<file path="config.mk">
export PLATFORM = sky130hd
export DESIGN_NAME = tsqr_stream_arbiter
export DESIGN_NICKNAME = d
export VERILOG_FILES = /design/src/rtl/tsqr_stream_arbiter.sv
export SDC_FILE = /design/constraint.sdc
export NUM_CORES = 1
export LEC_CHECK = 0
export BUFFER_PORTS_ARGS = -buffer_cell sky130_fd_sc_hd__buf_4
export CORE_UTILIZATION = 44
export CTS_BUF_LIST = sky130_fd_sc_hd__clkbuf_4
export CTS_CLUSTER_SIZE = 8
export DETAILED_ROUTE_END_ITERATION = 7
export HOLD_SLACK_MARGIN = 0.03
export PLACE_DENSITY_LB_ADDON = 0.3
export SKIP_CTS_REPAIR_TIMING = 1
export SLEW_MARGIN = 20
export SYNTH_ARGS = -nofsm -noshare
export SYNTH_HDL_FRONTEND = slang
export SYNTH_SLANG_ARGS = --single-unit
</file>
<file path="constraint.sdc">
create_clock -name clk_line -period 3.2 [get_ports clk_line]
set_input_delay 0.64 -clock clk_line [delete_from_list [all_inputs] [get_ports clk_line]]
set_output_delay 0.64 -clock clk_line [all_outputs]
set_load 0.01 [all_outputs]
</file>
<file path="src/rtl/tsqr_stream_arbiter.sv">
// Packet-granular round-robin merge of four AXI-Stream lanes into one registered stream.
// A lane keeps the grant until its TLAST beat is accepted; the block also reports per-packet beat counts.
module tsqr_stream_arbiter #(
    parameter int unsigned BW    = 32,
    parameter int unsigned BWB   = BW / 8,
    parameter int unsigned CNT_W = 16
) (
    input  logic                clk_line,
    input  logic                clk_line_rst_low,
    input  logic                enable,
    input  logic [3:0]          s_TVALID,
    input  logic [4*BW-1:0]     s_TDATA,
    input  logic [4*BWB-1:0]    s_TKEEP,
    input  logic [3:0]          s_TLAST,
    output logic [3:0]          s_TREADY,
    output logic                m_TVALID,
    output logic [BW-1:0]       m_TDATA,
    output logic [BWB-1:0]      m_TKEEP,
    output logic                m_TLAST,
    input  logic                m_TREADY,
    output logic [1:0]          grant_idx,
    output logic                busy,
    output logic                pkt_done,
    output logic [CNT_W-1:0]    pkt_beats
);

    localparam int unsigned NL = 4;

    typedef enum logic {
        IDLE   = 1'b0,
        LOCKED = 1'b1
    } state_t;

    state_t             state_q;
    logic [1:0]         grant_q;
    logic [1:0]         last_grant_q;
    logic [CNT_W-1:0]   cnt_q;
    logic [CNT_W-1:0]   pkt_beats_q;
    logic               pkt_done_q;
    logic               m_valid_q;
    logic [BW-1:0]      m_data_q;
    logic [BWB-1:0]     m_keep_q;
    logic               m_last_q;

    logic               pipe_ready;
    logic               accept;
    logic [3:0]         s_ready_c;
    logic [BW-1:0]      g_data;
    logic [BWB-1:0]     g_keep;
    logic               g_last;
    logic               g_valid;
    logic               sel_found_d;
    logic [1:0]         sel_idx_d;
    logic [CNT_W-1:0]   cnt_inc_d;

    // Round-robin search starting one past the most recently completed lane.
    always_comb begin
        sel_found_d = 1'b0;
        sel_idx_d   = last_grant_q + 2'd1;
        for (int unsigned i = 0; i < NL; i++) begin
            if (!sel_found_d && s_TVALID[last_grant_q + 2'(i + 1)]) begin
                sel_found_d = 1'b1;
                sel_idx_d   = last_grant_q + 2'(i + 1);
            end
        end
    end

    // Lane mux for the granted input.
    always_comb begin
        g_data  = '0;
        g_keep  = '0;
        g_last  = 1'b0;
        g_valid = 1'b0;
        for (int unsigned i = 0; i < NL; i++) begin
            if (grant_q == 2'(i)) begin
                g_data  = s_TDATA[i*BW +: BW];
                g_keep  = s_TKEEP[i*BWB +: BWB];
                g_last  = s_TLAST[i];
                g_valid = s_TVALID[i];
            end
        end
    end

    assign pipe_ready = !m_valid_q || m_TREADY;
    assign s_ready_c  = (state_q == LOCKED && pipe_ready) ? (4'b0001 << grant_q) : 4'b0000;
    assign accept     = (state_q == LOCKED) && pipe_ready && g_valid;
    assign cnt_inc_d  = (&cnt_q) ? cnt_q : cnt_q + CNT_W'(1);

    always_ff @(posedge clk_line or negedge clk_line_rst_low) begin
        if (!clk_line_rst_low) begin
            state_q      <= IDLE;
            grant_q      <= 2'd3;
            last_grant_q <= 2'd3;
            cnt_q        <= '0;
            pkt_beats_q  <= '0;
            pkt_done_q   <= 1'b0;
            m_valid_q    <= 1'b0;
            m_data_q     <= '0;
            m_keep_q     <= '0;
            m_last_q     <= 1'b0;
        end else begin
            pkt_done_q <= 1'b0;

            // Output register: load on an accepted beat, drain when the core takes it.
            if (accept) begin
                m_valid_q <= 1'b1;
                m_data_q  <= g_data;
                m_keep_q  <= g_keep;
                m_last_q  <= g_last;
                cnt_q     <= cnt_inc_d;
            end else if (m_TREADY) begin
                m_valid_q <= 1'b0;
            end

            case (state_q)
                IDLE: begin
                    if (enable && sel_found_d) begin
                        grant_q <= sel_idx_d;
                        cnt_q   <= '0;
                        state_q <= LOCKED;
                    end
                end
                LOCKED: begin
                    if (accept && g_last) begin
                        last_grant_q <= grant_q;
                        pkt_done_q   <= 1'b1;
                        pkt_beats_q  <= cnt_inc_d;
                        state_q      <= IDLE;
                    end
                end
                default: state_q <= IDLE;
            endcase
        end
    end

    assign s_TREADY  = s_ready_c;
    assign m_TVALID  = m_valid_q;
    assign m_TDATA   = m_data_q;
    assign m_TKEEP   = m_keep_q;
    assign m_TLAST   = m_last_q;
    assign grant_idx = grant_q;
    assign busy      = (state_q == LOCKED);
    assign pkt_done  = pkt_done_q;
    assign pkt_beats = pkt_beats_q;

endmodule

</file>
After elaboration in Yosys (flattened, before gate mapping)
Cells that the tools add are included.
{ "word_totals": {"register_bits": 76} }
{ "classes": {"add_sub_neg": 4, "magnitude_cmp": 4, "eq_ne": 3, "shift": 1, "n_mux": 43, "bitwise": 1, "n_reduce_logical": 17} }
{ "ops": {"columns": ["operator", "count"], "rows": [
  ["two-way mux 32 bit", 4],
  ["two-way mux 16 bit", 4],
  ["two-way mux 1 bit", 22],
  ["two-way mux 4 bit", 5],
  ["adder 16 x 1 -> 16 bit (second input constant)", 1],
  ["AND reduction 16 bit", 1],
  ["less-than comparator 2 x 3 -> 1 bit (second input constant)", 4],
  ["binary-select mux 1 bit (select 2 bit)", 4],
  ["logical AND 1 bit", 7],
  ["two-way mux 2 bit", 3],
  ["adder 2 bit (second input constant)", 2],
  ["== test 2 bit (second input constant)", 2],
  ["logical NOT 1 bit", 4],
  ["AND reduction 2 bit", 2],
  ["left shift 1 x 2 -> 4 bit (first input constant)", 1],
  ["adder 2 x 1 -> 2 bit (second input constant)", 1],
  ["== test 2 x 1 -> 1 bit (second input constant)", 1],
  ["logical NOT 2 bit", 1],
  ["case mux 1 bit (2 select lines)", 1],
  ["nonzero test 2 bit", 1],
  ["logical OR 1 bit", 1],
  ["NOT 1 bit", 1]
]} }

Depth between registers and ports, before layout
Gate-level depths: netlist of the first run.
{ "logic_depth": {"depth_word": 16, "ltp_mapped": 8, "depth_no_buf": 6} }

Least setup slack after synthesis of the first run
No wires, ideal clock.
{ "synth_path": {"path_kind": "input to register", "startpoint": "input m_TREADY", "endpoint": "register pkt_beats_q[0] (netlist: pkt_beats[0])", "setup_time_ps": 125, "arrival_ps": 1976, "required_ps": 3075, "path_slack_ps": 1099, "stages": 6, "n_path_buf": 1, "cell_sequence": "nand2b_1 -> and4_1 -> a32o_1 -> and2_1 -> buf_2 -> mux2_2"} }
{ "synth_between": {"elab_chain_len": 5} }
{ "synth_lines": {"columns": ["item", "line", "source"], "rows": [
  ["start, declared", "20", "input logic m_TREADY,"],
  ["logical OR 1 bit", "84", "assign pipe_ready = !m_valid_q || m_TREADY;"],
  ["logical AND 1 bit (2 in a row)", "86", "assign accept = (state_q == LOCKED) && pipe_ready && g_valid;"],
  ["logical AND 1 bit", "124", "if (accept && g_last) begin"],
  ["AND reduction 2 bit (no line)", null, null],
  ["end signal, assigned", "127", "pkt_beats_q <= cnt_inc_d;"],
  ["end, declared", "38", "logic [CNT_W-1:0] pkt_beats_q;"]
]} }
No other way between the ends.
A chain may end at the register's enable or synchronous reset.

Final worst setup path of the first run
{ "layout_path": {"startpoint": "register grant_q[0] (netlist: grant_idx[0])", "endpoint": "register pkt_beats_q[10] (netlist: pkt_beats[10])"} }
{ "layout_between": {"elab_chain_len": 8} }
{ "layout_lines": {"columns": ["item", "line", "source"], "rows": [
  ["start, declared", "35", "logic [1:0] grant_q;"],
  ["start signal, assigned", "118", "grant_q <= sel_idx_d;"],
  ["logical NOT 2 bit", "75", "if (grant_q == 2'(i)) begin"],
  ["two-way mux 1 bit (4 in a row)", "75", null],
  ["logical AND 1 bit", "86", null],
  ["logical AND 1 bit *", "124", null],
  ["AND reduction 2 bit (no line) *", null, null]
]} }
Every way passes the cells marked *; elsewhere a longest branch is shown, timed or not.

==> run summary, run 1 <==
The switching power total came out at 1859 uW. Synthesis produced a netlist whose cell count is 422. The first-pass iteration count of the detailed router is 4. The via count of the first global-routing pass is 4020. The area enclosed by the die boundary came out at 0.01037 mm2.

For the final database, setup skew stands at 0.01333 ns. The number of nets produced by synthesis is 579. The number of antenna repair diodes is 0. IR analysis of the VDD net gives a maximum drop of 0.0004555 V. The period utilization is 85.92%. The instance area after placement came out at 0.006111 mm2. The part of the power in the clock network is 11.8%. The post-synthesis instance area is 0.004387 mm2.

The worst stage delay on the critical path came out at 0.75 ns. The max-cap violation count came out at 0. The placeable core region is 0.009729 mm2. In this run, CTS created clock tree buffers numbering 9.

The number of warnings reported in the yosys synthesis log came out at 0. At the pin with the least slew margin, the transition time is 0.9496 ns. Traced cell by cell, the critical path runs through nor2_1, o21ai_0, a32o_2, and2_1, mux2_2. The congestion estimate from routability-driven global placement came to 0.7992. The worst setup path is captured at a register. The highest attainable clock frequency is 0.3637 GHz. The static leakage power is 0.003020 uW. Of all nets on the critical path, the largest fanout is 21. The final wirelength is 12120 um.

Clock latency on the worst-skew pair, taken at its later pin, is 0.41 ns. The final layout net count is 783. The tree is rooted in a sky130_fd_sc_hd__clkbuf_4.

The synthesized area per cell is 10.40 um2. The run finished with clean final reports. The worst setup path is launched from a register. The area used by multi-input combinational logic came out at 0.002341 mm2.

The worst setup path category is register to register. The number of distinct standard cells referenced by the synthesized netlist is 48. The die outline width is 101.9 um. The count of boundary I/O pins came out at 218. The accumulated negative setup slack is 0 ns. The fraction of power spent switching nets came out at 39.70%.

The number of antenna violations at the first check in global routing is 0. The post-detailed-route via-to-cell ratio came out at 5.359. The die height came out at 101.9 um. The number of fill cells in the layout came out at 832. The slowest stage of the critical path belongs to the cell sky130_fd_sc_hd__and2_1. The internal power contribution is 2823 uW. The number of synthesized register bits is 76. The arrival time at the worst endpoint is 3.04 ns. The pin count of the biggest net entering global routing is 77. The average wire length per cell after detail routing came out at 15.89 um. TritonCTS built the clock tree. The headroom to the max-slew limit came out at 36.69%. The combinational power share came out at 54.2%.

Power spread over the standard cell area amounts to 750.9 mW/mm2. The number of failing hold endpoints at the final stage is 0. The number of buffers inserted by port buffering came out at 217.

The share of cells above drive strength 1 came out at 47.46%. The number of DRC markers after the initial detailed-route iteration is 157. Setup repair after global routing left no endpoint under its margin.

After global routing the overflow that remains totals 0. The number of slew-limit violations in the final report is 0. Global routing consumed, over all layers together, 24.09% of the routing resources. The kind of cell with the highest combined delay along the critical path is simple AND/OR/NAND/NOR gates. In the routed design, unresolved DRC markers number 0. The combined buffer and inverter count along the critical path came out at 0. The data required time at the worst endpoint is 3.49 ns. The path class of the tightest hold or removal check is primary input to async pin. The register share of total power came out at 34.0%. After layout, the minimum clock period comes to 2.749 ns. The final instance area is 0.006235 mm2. The first-pass GRT wire length is 19150 um.

The area growth from synthesis to layout is 42.13%. The number of standard-cell rows in the floorplan is 36. The count of antenna-violating nets left after detailed routing came out at 0. The final count of negative-setup-slack endpoints came out at 0.

After clock tree synthesis, the clock-pin slew on the worst setup and hold paths is 0.12 ns. The clock net in this run drives a total of 76 sinks. The via count came out at 4089. The total number of H-tree levels came out at 3.

The maximum buffer depth of the clock tree came out at 2. Registers take 0.001907 mm2. The effective utilization at floorplan is 45.09%.

Of the synthesized area, sequential elements account for 43.47%. The HPWL after detailed placement came out at 9429 um.
==> registers in the layout, indices dropped and copies added, names as in the netlist <==
register and count:
pkt_done 1, busy 1, m_TDATA 32, m_TVALID 1, pkt_beats 16, last_grant_q 2, grant_idx 2, m_TKEEP 4
cnt_q 16, m_TLAST 1
==> per-layer routing <==
metal  wire (um)  share of wire (%)  vias to the layer above  track usage [%]
met2        6707                 55                      127            43.35
met3         608                5.0                       16            5.951
met5           0                  0                        -                0
li1            -                  -                     1926                -
met1        4553                 38                     2020            28.39
met4         255                2.1                        0            7.582
==> per-stage QoR <==
| stage | util, % | hold slack, ns | setup slack, ns | std cells | power (uW) |
|---|---|---|---|---|---|
| 6_report | 64.08 | 0.3692 | 0.4507 | 763 | 4682 |
| 5_1_grt | 64.08 | 0.4354 | 0.2473 | 763 | 5047 |
| 3_5_place_dp | 62.81 | 0.4570 | 0.4486 | 748 | 4181 |
| 2_1_floorplan | - | 0.3444 | 1.099 | 422 | 3153 |
| 3_3_place_gp | 62.81 | 0.4522 | 0.5108 | 748 | 4096 |
| 4_1_cts | 64.08 | 0.3914 | 0.4189 | 763 | 4732 |
==> placed cells by master (no fill, tap or decap), drive strengths merged, types with 2 or more instances in the layout <==
| cell type | synthesis | layout |
|---|---|---|
| inv | 4 | 4 |
| xnor2 | 10 | 10 |
| nand2b | 2 | 2 |
| clkbuf | 14 | 9 |
| and4 | 3 | 3 |
| a311oi | 3 | 3 |
| mux2i | 3 | 3 |
| and2 | 5 | 5 |
| mux2 | 14 | 14 |
| mux4 | 37 | 37 |
| or4 | 3 | 3 |
| o311ai | 2 | 2 |
| nand2 | 126 | 126 |
| nand4 | 4 | 4 |
| dfstp | 4 | 4 |
| clkinv | 0 | 4 |
| a21oi | 25 | 25 |
| o21ai | 11 | 11 |
| nor4 | 3 | 3 |
| buf | 17 | 224 |
| nand3 | 13 | 13 |
| dfrtp | 72 | 72 |
| or3 | 4 | 4 |
| nor2 | 12 | 12 |
| nor3 | 4 | 4 |
| a31oi | 5 | 5 |
| o31ai | 4 | 4 |
| and3 | 4 | 4 |
| o41ai | 2 | 2 |
==> synthesized netlist by cell type, drive strengths merged <==
cell type,count,share of area (%)
a21o,1,0.17
a21oi,25,2.9
a311oi,3,0.60
a31oi,5,0.71
a32o,1,0.23
a32oi,1,0.20
and2,5,0.71
and3,4,0.57
and4,3,0.60
buf,17,2.1
clkbuf,14,1.2
dfrtp,72,41
dfstp,4,2.4
ha,1,0.29
inv,4,0.34
mux2,14,3.8
mux2i,3,0.68
mux4,37,19
nand2,126,11
nand2b,2,0.29
nand3,13,1.6
nand4,4,0.71
nand4b,1,0.20
nor2,12,1.0
nor2b,1,0.14
nor3,4,0.46
nor3b,1,0.17
nor4,3,0.43
o21a,1,0.17
o21ai,11,1.3
o21bai,1,0.17
o221ai,1,0.20
o22ai,1,0.14
o311ai,2,0.40
o31ai,4,0.68
o41ai,2,0.40
or2,1,0.14
or3,4,0.57
or4,3,0.60
xnor2,10,2.0
==> power by group through the flow <==
stage / combinational, uW / sequential, uW / clock, uW
floorplan: 1500 / 1650 / 0
finish: 2540 / 1590 / 553
CTS: 2570 / 1590 / 568
global placement: 2510 / 1590 / 0
global route: 2800 / 1640 / 607
detailed placement: 2580 / 1600 / 0
==> worst reg2reg max path: cells and delay by family (launching register included) <==
kind             cells  cell delay (ns)
flip-flops           1             0.74
AND/OR/NAND/NOR      2             0.83
AO/OA/AOI/OAI        2             0.65
multiplexers         1             0.43
==> cell type report <==
| class | count | share of cell area (%) |
|---|---|---|
| clock inverters | 6 | 0.9031 |
| flip-flops and latches | 76 | 30.58 |
| well taps | 133 | 2.669 |
| repair buffers | 224 | 26.97 |
| multi-input cells | 311 | 37.55 |
| inverters | 4 | 0.2408 |
| clock buffers | 9 | 1.084 |
==> worst paths after layout <==
kind / startpoint / endpoint / slack, ns / cells after the start
setup / recovery: grant_idx[0]$_DFFE_PN1P_ / pkt_beats[10]$_DFFE_PN0P_ / 0.45 / 5
min in group clk_line: m_TDATA[3]$_DFFE_PN0P_ / m_TDATA[3]$_DFFE_PN0P_ / 0.48 / 2
max in group asynchronous: clk_line_rst_low / m_TDATA[15]$_DFFE_PN0P_ / 2.25 / 1
hold reg to reg: m_TDATA[3]$_DFFE_PN0P_ / m_TDATA[3]$_DFFE_PN0P_ / 0.48 / 2
hold / removal: clk_line_rst_low / cnt_q[6]$_DFF_PN0_ / 0.37 / 1
setup reg to reg: grant_idx[0]$_DFFE_PN1P_ / pkt_beats[10]$_DFFE_PN0P_ / 0.45 / 5
==> cells by family after synthesis <==
| group | Yosys count | synth area share [%] |
|---|---|---|
| and+or+nand+nor | 187 | 19.00 |
| DFF | 76 | 43.47 |
| AOI/OAI and AO/OA | 59 | 8.187 |
| muxes | 54 | 23.45 |
| buffers and inverters | 35 | 3.622 |
| xor gates and xnor gates | 10 | 1.996 |
| adders and majority gates | 1 | 0.2852 |
(Power assumes the default switching activity.)
==> inputs of run 2 (changes only) <==
--- a/config.mk
+++ b/config.mk
@@ -5,6 +5,7 @@
 export SDC_FILE = /design/constraint.sdc
 export NUM_CORES = 1
 export LEC_CHECK = 0
+export ABC_AREA = 1
 export BUFFER_PORTS_ARGS = -buffer_cell sky130_fd_sc_hd__buf_4
 export CORE_UTILIZATION = 44
 export CTS_BUF_LIST = sky130_fd_sc_hd__clkbuf_4
==> run summary, run 2 <==
The library cell used most frequently in the layout, excluding fill and tap cells, is sky130_fd_sc_hd__nand2_1. The final layout net count is 968. The most numerous cell type found on the critical path is sky130_fd_sc_hd__nand2_1. The setup clock skew after layout is 0.02350 ns. The routability congestion estimate is 0.8689.

The total number of H-tree levels came out at 3. Summing all multi-input logic gate instances after layout gives 0.002202 mm2. The total stage count of the critical path came out at 9. The commonest cells after synthesis are 232 x sky130_fd_sc_hd__nand2_1, 72 x sky130_fd_sc_hd__dfrtp_1, 66 x sky130_fd_sc_hd__nand3_1, 44 x sky130_fd_sc_hd__o21ai_0, 38 x sky130_fd_sc_hd__o21ai_1. At the pin with the least slew margin, the transition time is 0.9439 ns. The worst setup path category is register to register. After detailed placement, the design holds a cell count of 933. Synthesis handed over a netlist of 615 instances. The count of boundary I/O pins is 218.

The number of nets produced by synthesis is 772. The critical path contains buffers and inverters numbering 3 combined. The maximum buffer depth of the clock tree came out at 2.

Dividing the detail-routed wire length by the instance count gives 15.00 um. The final count of negative-setup-slack endpoints came out at 0. The arrival time at the worst endpoint came out at 2.82 ns. The clock-pin slew of the registers on the worst-case setup and hold paths is 0.14 ns. The number of synthesized register bits came out at 76. The total area inside the core boundary comes to 0.009729 mm2. The via count of the first global-routing pass came out at 4721. The highest attainable clock frequency came out at 0.4058 GHz. The register with the most flip-flops in the layout has 32 of them. The first global-routing pass estimated 22370 um of wire. The number of failing hold endpoints at the final stage came to 0. The die height came out at 102.1 um. The via count is 5030. The number of cells in the finished layout apart from fillers came out at 949.

The top cell type by total area after synthesis is sky130_fd_sc_hd__dfrtp_1. The clock net in this run drives a total of 76 sinks. The pin count of the biggest net entering global routing came out at 77. Global routing consumed, over all layers together, 27.62% of the routing resources. The run finished with clean final reports.

The total DRC errors in the routed layout came out at 0. The effective utilization at floorplan is 45.29%. The headroom to the max-slew limit is 37.07%. In this run the worst path has a maximum fanout of 29. Max-cap violations in this run came to 0. The die outline width is 102.1 um. The total clock buffers created by CTS is 9. The sequential fraction of the synthesis area came out at 43.27%. TritonCTS built the clock tree.

Setup repair after global routing left no endpoint under its margin. The final wirelength came out at 14230 um. The worst stage delay on the critical path came out at 0.76 ns. After synthesis, the cell types taking the most area are sky130_fd_sc_hd__dfrtp_1 41%, sky130_fd_sc_hd__nand2_1 20%, sky130_fd_sc_hd__nand3_1 7.5%, sky130_fd_sc_hd__a221oi_1 5.6%, sky130_fd_sc_hd__o21ai_0 5.0%. Detailed placement finished with a half-perimeter wire length of 10490 um. The static leakage power is 0.003287 uW.

The number of slew-limit violations in the final report came out at 0. The data required time at the worst endpoint came out at 3.56 ns. For this run the aggregate overflow at the end of global routing stands at 0.

The master of the slowest instance on the critical path is sky130_fd_sc_hd__dfstp_2. The number of warnings reported in the yosys synthesis log is 0. STA classifies the critical path startpoint as a register.

The area overhead of the layout relative to synthesis is 41.23%. The proportion of netlist area held by the largest area contributor is 40.89%. The period utilization came out at 77.02%. The most used standard cell by instance count after synthesis is sky130_fd_sc_hd__nand2_1.

In this design, the largest share of critical-path delay is due to simple AND/OR/NAND/NOR gates. CTS placed an instance of sky130_fd_sc_hd__clkbuf_4 at the clock tree root. The synthesized area per cell is 7.165 um2. The share of cells above drive strength 1 came out at 31.50%. Traced cell by cell, the critical path runs through nand2_2, inv_1, buf_4, nand2_1, nand4_1, nand2_2, inv_2, nand2_1, nand2_1. The number of distinct standard cells referenced by the synthesized netlist came out at 31. The number of fill cells in the layout is 919. Yosys mapped a number of flops with a built-in enable equal to 0.

The shortest clock period the worst path allows after layout is 2.464 ns. The number of cell instances on the worst register-to-register path came out at 9. The repair_antennas step left the layout with diodes totalling 0.

The register area is 0.001907 mm2. After floorplanning, the core was divided into 36 placement rows. In the synthesized netlist the dominant register cell turns out to be sky130_fd_sc_hd__dfrtp_1. The post-detailed-route via-to-cell ratio came out at 5.300. In this run the cell area of the synthesized design comes to 0.004407 mm2. Input and output buffers added on the ports amount to 217.

The count of antenna-violating nets left after detailed routing came out at 0. The accumulated negative setup slack is 0 ns. The clock latency reported for the late side of the worst-skew pair came out at 0.42 ns. The type of destination of the critical path is a register. The min-delay analysis places its worst path in the category primary input to async pin. The worst ir drop on vdd is 0.0005778 V. Leaving out fill and tap cells, the most frequent cells in the layout are 232 x sky130_fd_sc_hd__nand2_1, 222 x sky130_fd_sc_hd__buf_4, 72 x sky130_fd_sc_hd__dfrtp_1.

The area enclosed by the die boundary came out at 0.01042 mm2. The first-pass iteration count of the detailed router came out at 5. The number of antenna violations at the first check in global routing is 0. The share of async-settable or async-resettable flops after synthesis came out at 100.0%.

The power density normalized to cell area is 938.0 mW/mm2. In this run, the number of DRC markers left after iteration 0 of detailed routing was 296.
[run 2: cell count changes in the layout (fill, tap and decap cells not counted), moves of 9 or more]
| cell | previous run | this run |
|---|---|---|
| sky130_fd_sc_hd__nand2_1 | 126 | 232 |
| sky130_fd_sc_hd__nand3_1 | 12 | 66 |
| sky130_fd_sc_hd__o21ai_1 | 0 | 38 |
| sky130_fd_sc_hd__mux4_2 | 37 | 0 |
| sky130_fd_sc_hd__o21ai_0 | 11 | 44 |
| sky130_fd_sc_hd__a221oi_1 | 0 | 28 |
| sky130_fd_sc_hd__nor2_1 | 12 | 33 |
| sky130_fd_sc_hd__a21oi_1 | 25 | 6 |
| sky130_fd_sc_hd__inv_1 | 4 | 21 |
| sky130_fd_sc_hd__mux2_2 | 12 | 0 |
| sky130_fd_sc_hd__xnor2_1 | 10 | 1 |
[run 2: final cells by class]
cell class                      count  share of cell area (%)
Sequential cell                    76                   30.64
Timing Repair Buffer              223                   27.10
Tap cell                          133                   2.674
Inverter                           26                   1.568
Multi-Input combinational cell    475                   35.38
Clock buffer                       10                   1.206
Clock inverter                      6                   1.427
[run 2: cells by family (layout without fill, tap and decap cells)]
family	Yosys count	after routing	synth area share (%)
AO/OA/AOI/OAI	119	119	16.10
buffers and inverters	64	265	6.814
AND/OR/NAND/NOR	351	351	32.74
XOR/XNOR	4	4	0.7951
adder cells (fa/ha/maj)	1	1	0.2839
flip-flops	76	76	43.27
[run 2: path summary, 6_finish.rpt]
kind	endpoint	slack, ns	start
min reg2reg	pkt_beats[15]$_DFFE_PN0P_	0.49	pkt_beats[15]$_DFFE_PN0P_
max in group asynchronous	cnt_q[3]$_DFF_PN0_	2.23	clk_line_rst_low
max	pkt_beats[11]$_DFFE_PN0P_	0.74	grant_idx[1]$_DFFE_PN1P_
min	pkt_beats[8]$_DFFE_PN0P_	0.34	clk_line_rst_low
min in group clk_line	m_TVALID$_DFFE_PN0P_	0.40	m_TREADY
max reg2reg	pkt_beats[11]$_DFFE_PN0P_	0.74	grant_idx[1]$_DFFE_PN1P_
[run 2: where the power goes]
part	total, uW	internal, uW	switching, uW
Combinational	3320	1350	1970
Sequential	1840	1440	402
Clock	672	326	346
[run 2: routing by layer]
layer / up-vias / global-route usage, % / share of wire, %
met1: 2353 / 33.97 / 39
met4: 0 / 10.22 / 2.7
met3: 28 / 4.651 / 6.5
met5: - / 0 / 0
met2: 195 / 48.58 / 51
li1: 2454 / - / -
[run 2: worst reg2reg max path: stages (launching register included)]
cell and delay, ns:
sky130_fd_sc_hd__dfstp_2 0.76, sky130_fd_sc_hd__nand2_2 0.23, sky130_fd_sc_hd__inv_1 0.09, sky130_fd_sc_hd__buf_4 0.32, sky130_fd_sc_hd__nand2_1 0.09, sky130_fd_sc_hd__nand4_1 0.15
sky130_fd_sc_hd__nand2_2 0.30, sky130_fd_sc_hd__inv_2 0.32, sky130_fd_sc_hd__nand2_1 0.09, sky130_fd_sc_hd__nand2_1 0.06
[run 2: through the flow]
step	hold slack [ns]	instance area [um2]	setup slack [ns]	power, uW	util (%)
after floorplan	0.3444	4407	1.529	3951	-
after global placement	0.4689	6060	0.7779	5071	62.28
after detailed placement	0.4679	6060	0.7539	5184	62.28
after CTS	0.3772	6223	0.7000	5857	63.97
after global routing	0.4230	6223	0.4748	6356	63.97
final	0.3413	6223	0.7355	5837	63.97
==> inputs of run 3 (changes only) <==
--- a/config.mk
+++ b/config.mk
@@ -7,7 +7,7 @@
 export LEC_CHECK = 0
 export ABC_AREA = 1
 export BUFFER_PORTS_ARGS = -buffer_cell sky130_fd_sc_hd__buf_4
-export CORE_UTILIZATION = 44
+export CORE_UTILIZATION = 43
 export CTS_BUF_LIST = sky130_fd_sc_hd__clkbuf_4
 export CTS_CLUSTER_SIZE = 8
 export DETAILED_ROUTE_END_ITERATION = 7
==> constraint.sdc (replaced) <==
create_clock -name clk_line -period 2.15 [get_ports clk_line]
set_input_delay 0.43 -clock clk_line [delete_from_list [all_inputs] [get_ports clk_line]]
set_output_delay 0.43 -clock clk_line [all_outputs]
set_load 0.01 [all_outputs]
==> run summary, run 3 (synthesized netlist as in run 2, its figures left out) <==
The element type at the critical path start is a register. The switching power total came out at 4065 uW. The most common cell after layout, fill and taps aside is sky130_fd_sc_hd__nand2_1. The overall power after layout is 8847 uW.

At the pin with the least slew margin, the transition time is 0.4018 ns. The routability congestion estimate came out at 0.8715. Dividing the detail-routed wire length by the instance count gives 15.11 um. The highest attainable clock frequency came out at 0.4966 GHz. Across all layers, the routed design uses 4979 vias.

The accumulated negative setup slack came out at 0 ns. Setup violations remaining at the end of the flow were counted as 0. The flow ran to the end, and the final reports show no timing, DRC or antenna violations. The register share of total power came out at 30.2%.

The number of cell instances on the worst register-to-register path is 14. The worst setup path is of the register to output pin kind. TritonCTS built the clock tree. The power density normalized to cell area is 1395 mW/mm2. The final layout net count is 979. The total clock buffers created by CTS is 9. STA classifies the critical path endpoint as an output pin.

The number of standard-cell rows in the floorplan is 36. In this run the worst path has a maximum fanout of 10. The pin count of the biggest net entering global routing came out at 72. The number of antenna violations at the first check in global routing came to 0.

The clock passes through at most 2 buffers. The shortest clock period the worst path allows after layout is 2.014 ns. The number of placed cells counting well taps is 941. Relative to the synthesized area, the layout overhead comes to 43.92%. The signal on the critical path passes through buf_4, nand2_1, nor2_1, buf_4. The number of cells in the finished layout apart from fillers came out at 960. The die outline width came out at 103.2 um.

The setup clock skew after layout is 0.01884 ns. The number of buffers inserted by port buffering is 217. The total number of H-tree levels is 3. The headroom to the max-slew limit is 73.21%. The final instance area is 0.006342 mm2. The HPWL after detailed placement came out at 10950 um. The worst ir drop on vdd is 0.0007322 V. After the first detailed-routing iteration, the DRC count stood at 231. The share of cells above drive strength 1 is 33.01%. In this run the clock root is driven by a sky130_fd_sc_hd__clkbuf_4.

The number of antenna repair diodes came out at 0. The master of the slowest instance on the critical path is sky130_fd_sc_hd__dfstp_2. The combinational power share is 58.5%.

Hold timing on the final database bottoms out at a slack of 0.1881 ns. The number of slew-limit violations in the final report came to 0. For this run, the slowest stage of the critical path takes 0.63 ns.

The period utilization came out at 93.67%. The count of clock tree sinks came out at 76. The via count of the first global-routing pass came out at 4764.

Max-cap violations in this run came to 0. The floorplan step defined a die boundary enclosing 0.01066 mm2. The worst hold path belongs to the class primary input to register.

The cell seen most often among critical-path stages is sky130_fd_sc_hd__buf_4. The first-pass iteration count of the detailed router is 5. The placeable core region is 0.009864 mm2.

The instance area after placement is 0.006145 mm2. The fraction of power spent switching nets is 45.94%. The first global-routing pass estimated 22630 um of wire. The effective utilization at floorplan came out at 44.67%. The number of cells on the worst hold path is 2. The clock network burns 11.3% of the power. The number of failing hold endpoints at the final stage came to 0. After detailed routing, the number of remaining DRC violations is 0. The count of boundary I/O pins is 218. The final layout contains routed wiring with a total length of 14510 um. Internal power comes to 4783 uW.

Data on the critical path arrives at its endpoint at 1.58 ns. The flip-flop count of the largest register after layout is 32. The library cells used most frequently in the layout, excluding fill and tap cells, are 231 x sky130_fd_sc_hd__nand2_1, 230 x sky130_fd_sc_hd__buf_4, 72 x sky130_fd_sc_hd__dfrtp_1.

The post-detailed-route via-to-cell ratio came out at 5.186. Setup repair after global routing left no endpoint under its margin. The floorplan step set the die height to 103.2 um. The clock-pin slew of the registers on the worst-case setup and hold paths is 0.13 ns. The static leakage power came out at 0.003349 uW. The clock latency reported for the late side of the worst-skew pair came out at 0.42 ns. The aggregate global routing overflow came out at 0. The combined global-route utilization of all metal layers came out at 27.74%. The data required time at the worst endpoint is 1.72 ns. In this run the remaining antenna-violating nets after routing total 0.
-- run 3: changes by cell type in the layout (fill, tap and decap cells not counted), moves of 2 or more --
cell / before / now
sky130_fd_sc_hd__buf_12: 1 / 3
sky130_fd_sc_hd__clkinv_2: 0 / 2
sky130_fd_sc_hd__inv_1: 21 / 19
sky130_fd_sc_hd__clkinv_4: 2 / 0
sky130_fd_sc_hd__buf_4: 222 / 230
-- run 3: cell type report --
cell class / count / area [um2]
fill: 891 / 3522
multi-input combinational: 475 / 2211
sequential: 76 / 1907
timing repair buffer: 234 / 1797
tap: 133 / 166.4
inverter: 26 / 101.3
clock buffer: 11 / 82.58
clock inverter: 5 / 77.57
-- run 3: metal layers --
layer  vias up  GRT usage [%]  share of wire [%]
li1       2473              -                  -
met1      2280          32.53                 38
met2       194          48.82                 52
met3        32          7.460                7.4
met4         0          10.08                2.8
met5         -              0                  0
-- run 3: per-stage QoR --
stage	setup WS, ns	utilization (%)
3_3_place_gp	0.2850	62.29
3_5_place_dp	0.1372	62.29
6_report	0.1362	64.29
2_1_floorplan	0.4995	-
4_1_cts	0.1013	63.91
5_1_grt	0.04801	64.29
-- run 3: power groups by stage --
stage               Sequential, uW  Combinational [uW]  Clock (uW)
finish                        2670                5180         996
global route                  2760                5850        1070
CTS                           2660                5130        1010
detailed placement            2670                5130           0
global placement              2650                4980           0
floorplan                     2790                3090           0
-- run 3: path summary, 6_finish.rpt --
kind | from | endpoint | slack [ns]
max | grant_idx[1]$_DFFE_PN1P_ | s_TREADY[2] | 0.14
min | m_TREADY | m_TVALID$_DFFE_PN0P_ | 0.19
min in group asynchronous | clk_line_rst_low | pkt_beats[11]$_DFFE_PN0P_ | 0.47
max in group asynchronous | clk_line_rst_low | grant_idx[0]$_DFFE_PN1P_ | 1.05
max reg2reg | last_grant_q[0]$_DFFE_PN1P_ | grant_idx[1]$_DFFE_PN1P_ | 0.15
min reg2reg | pkt_beats[10]$_DFFE_PN0P_ | pkt_beats[10]$_DFFE_PN0P_ | 0.49
-- run 3: worst max-delay path, delay by kind of cell, from the launching register on --
kind          cells  cell delay (ns)
buf+inv           2             0.32
flops             1             0.63
simple gates      2             0.21
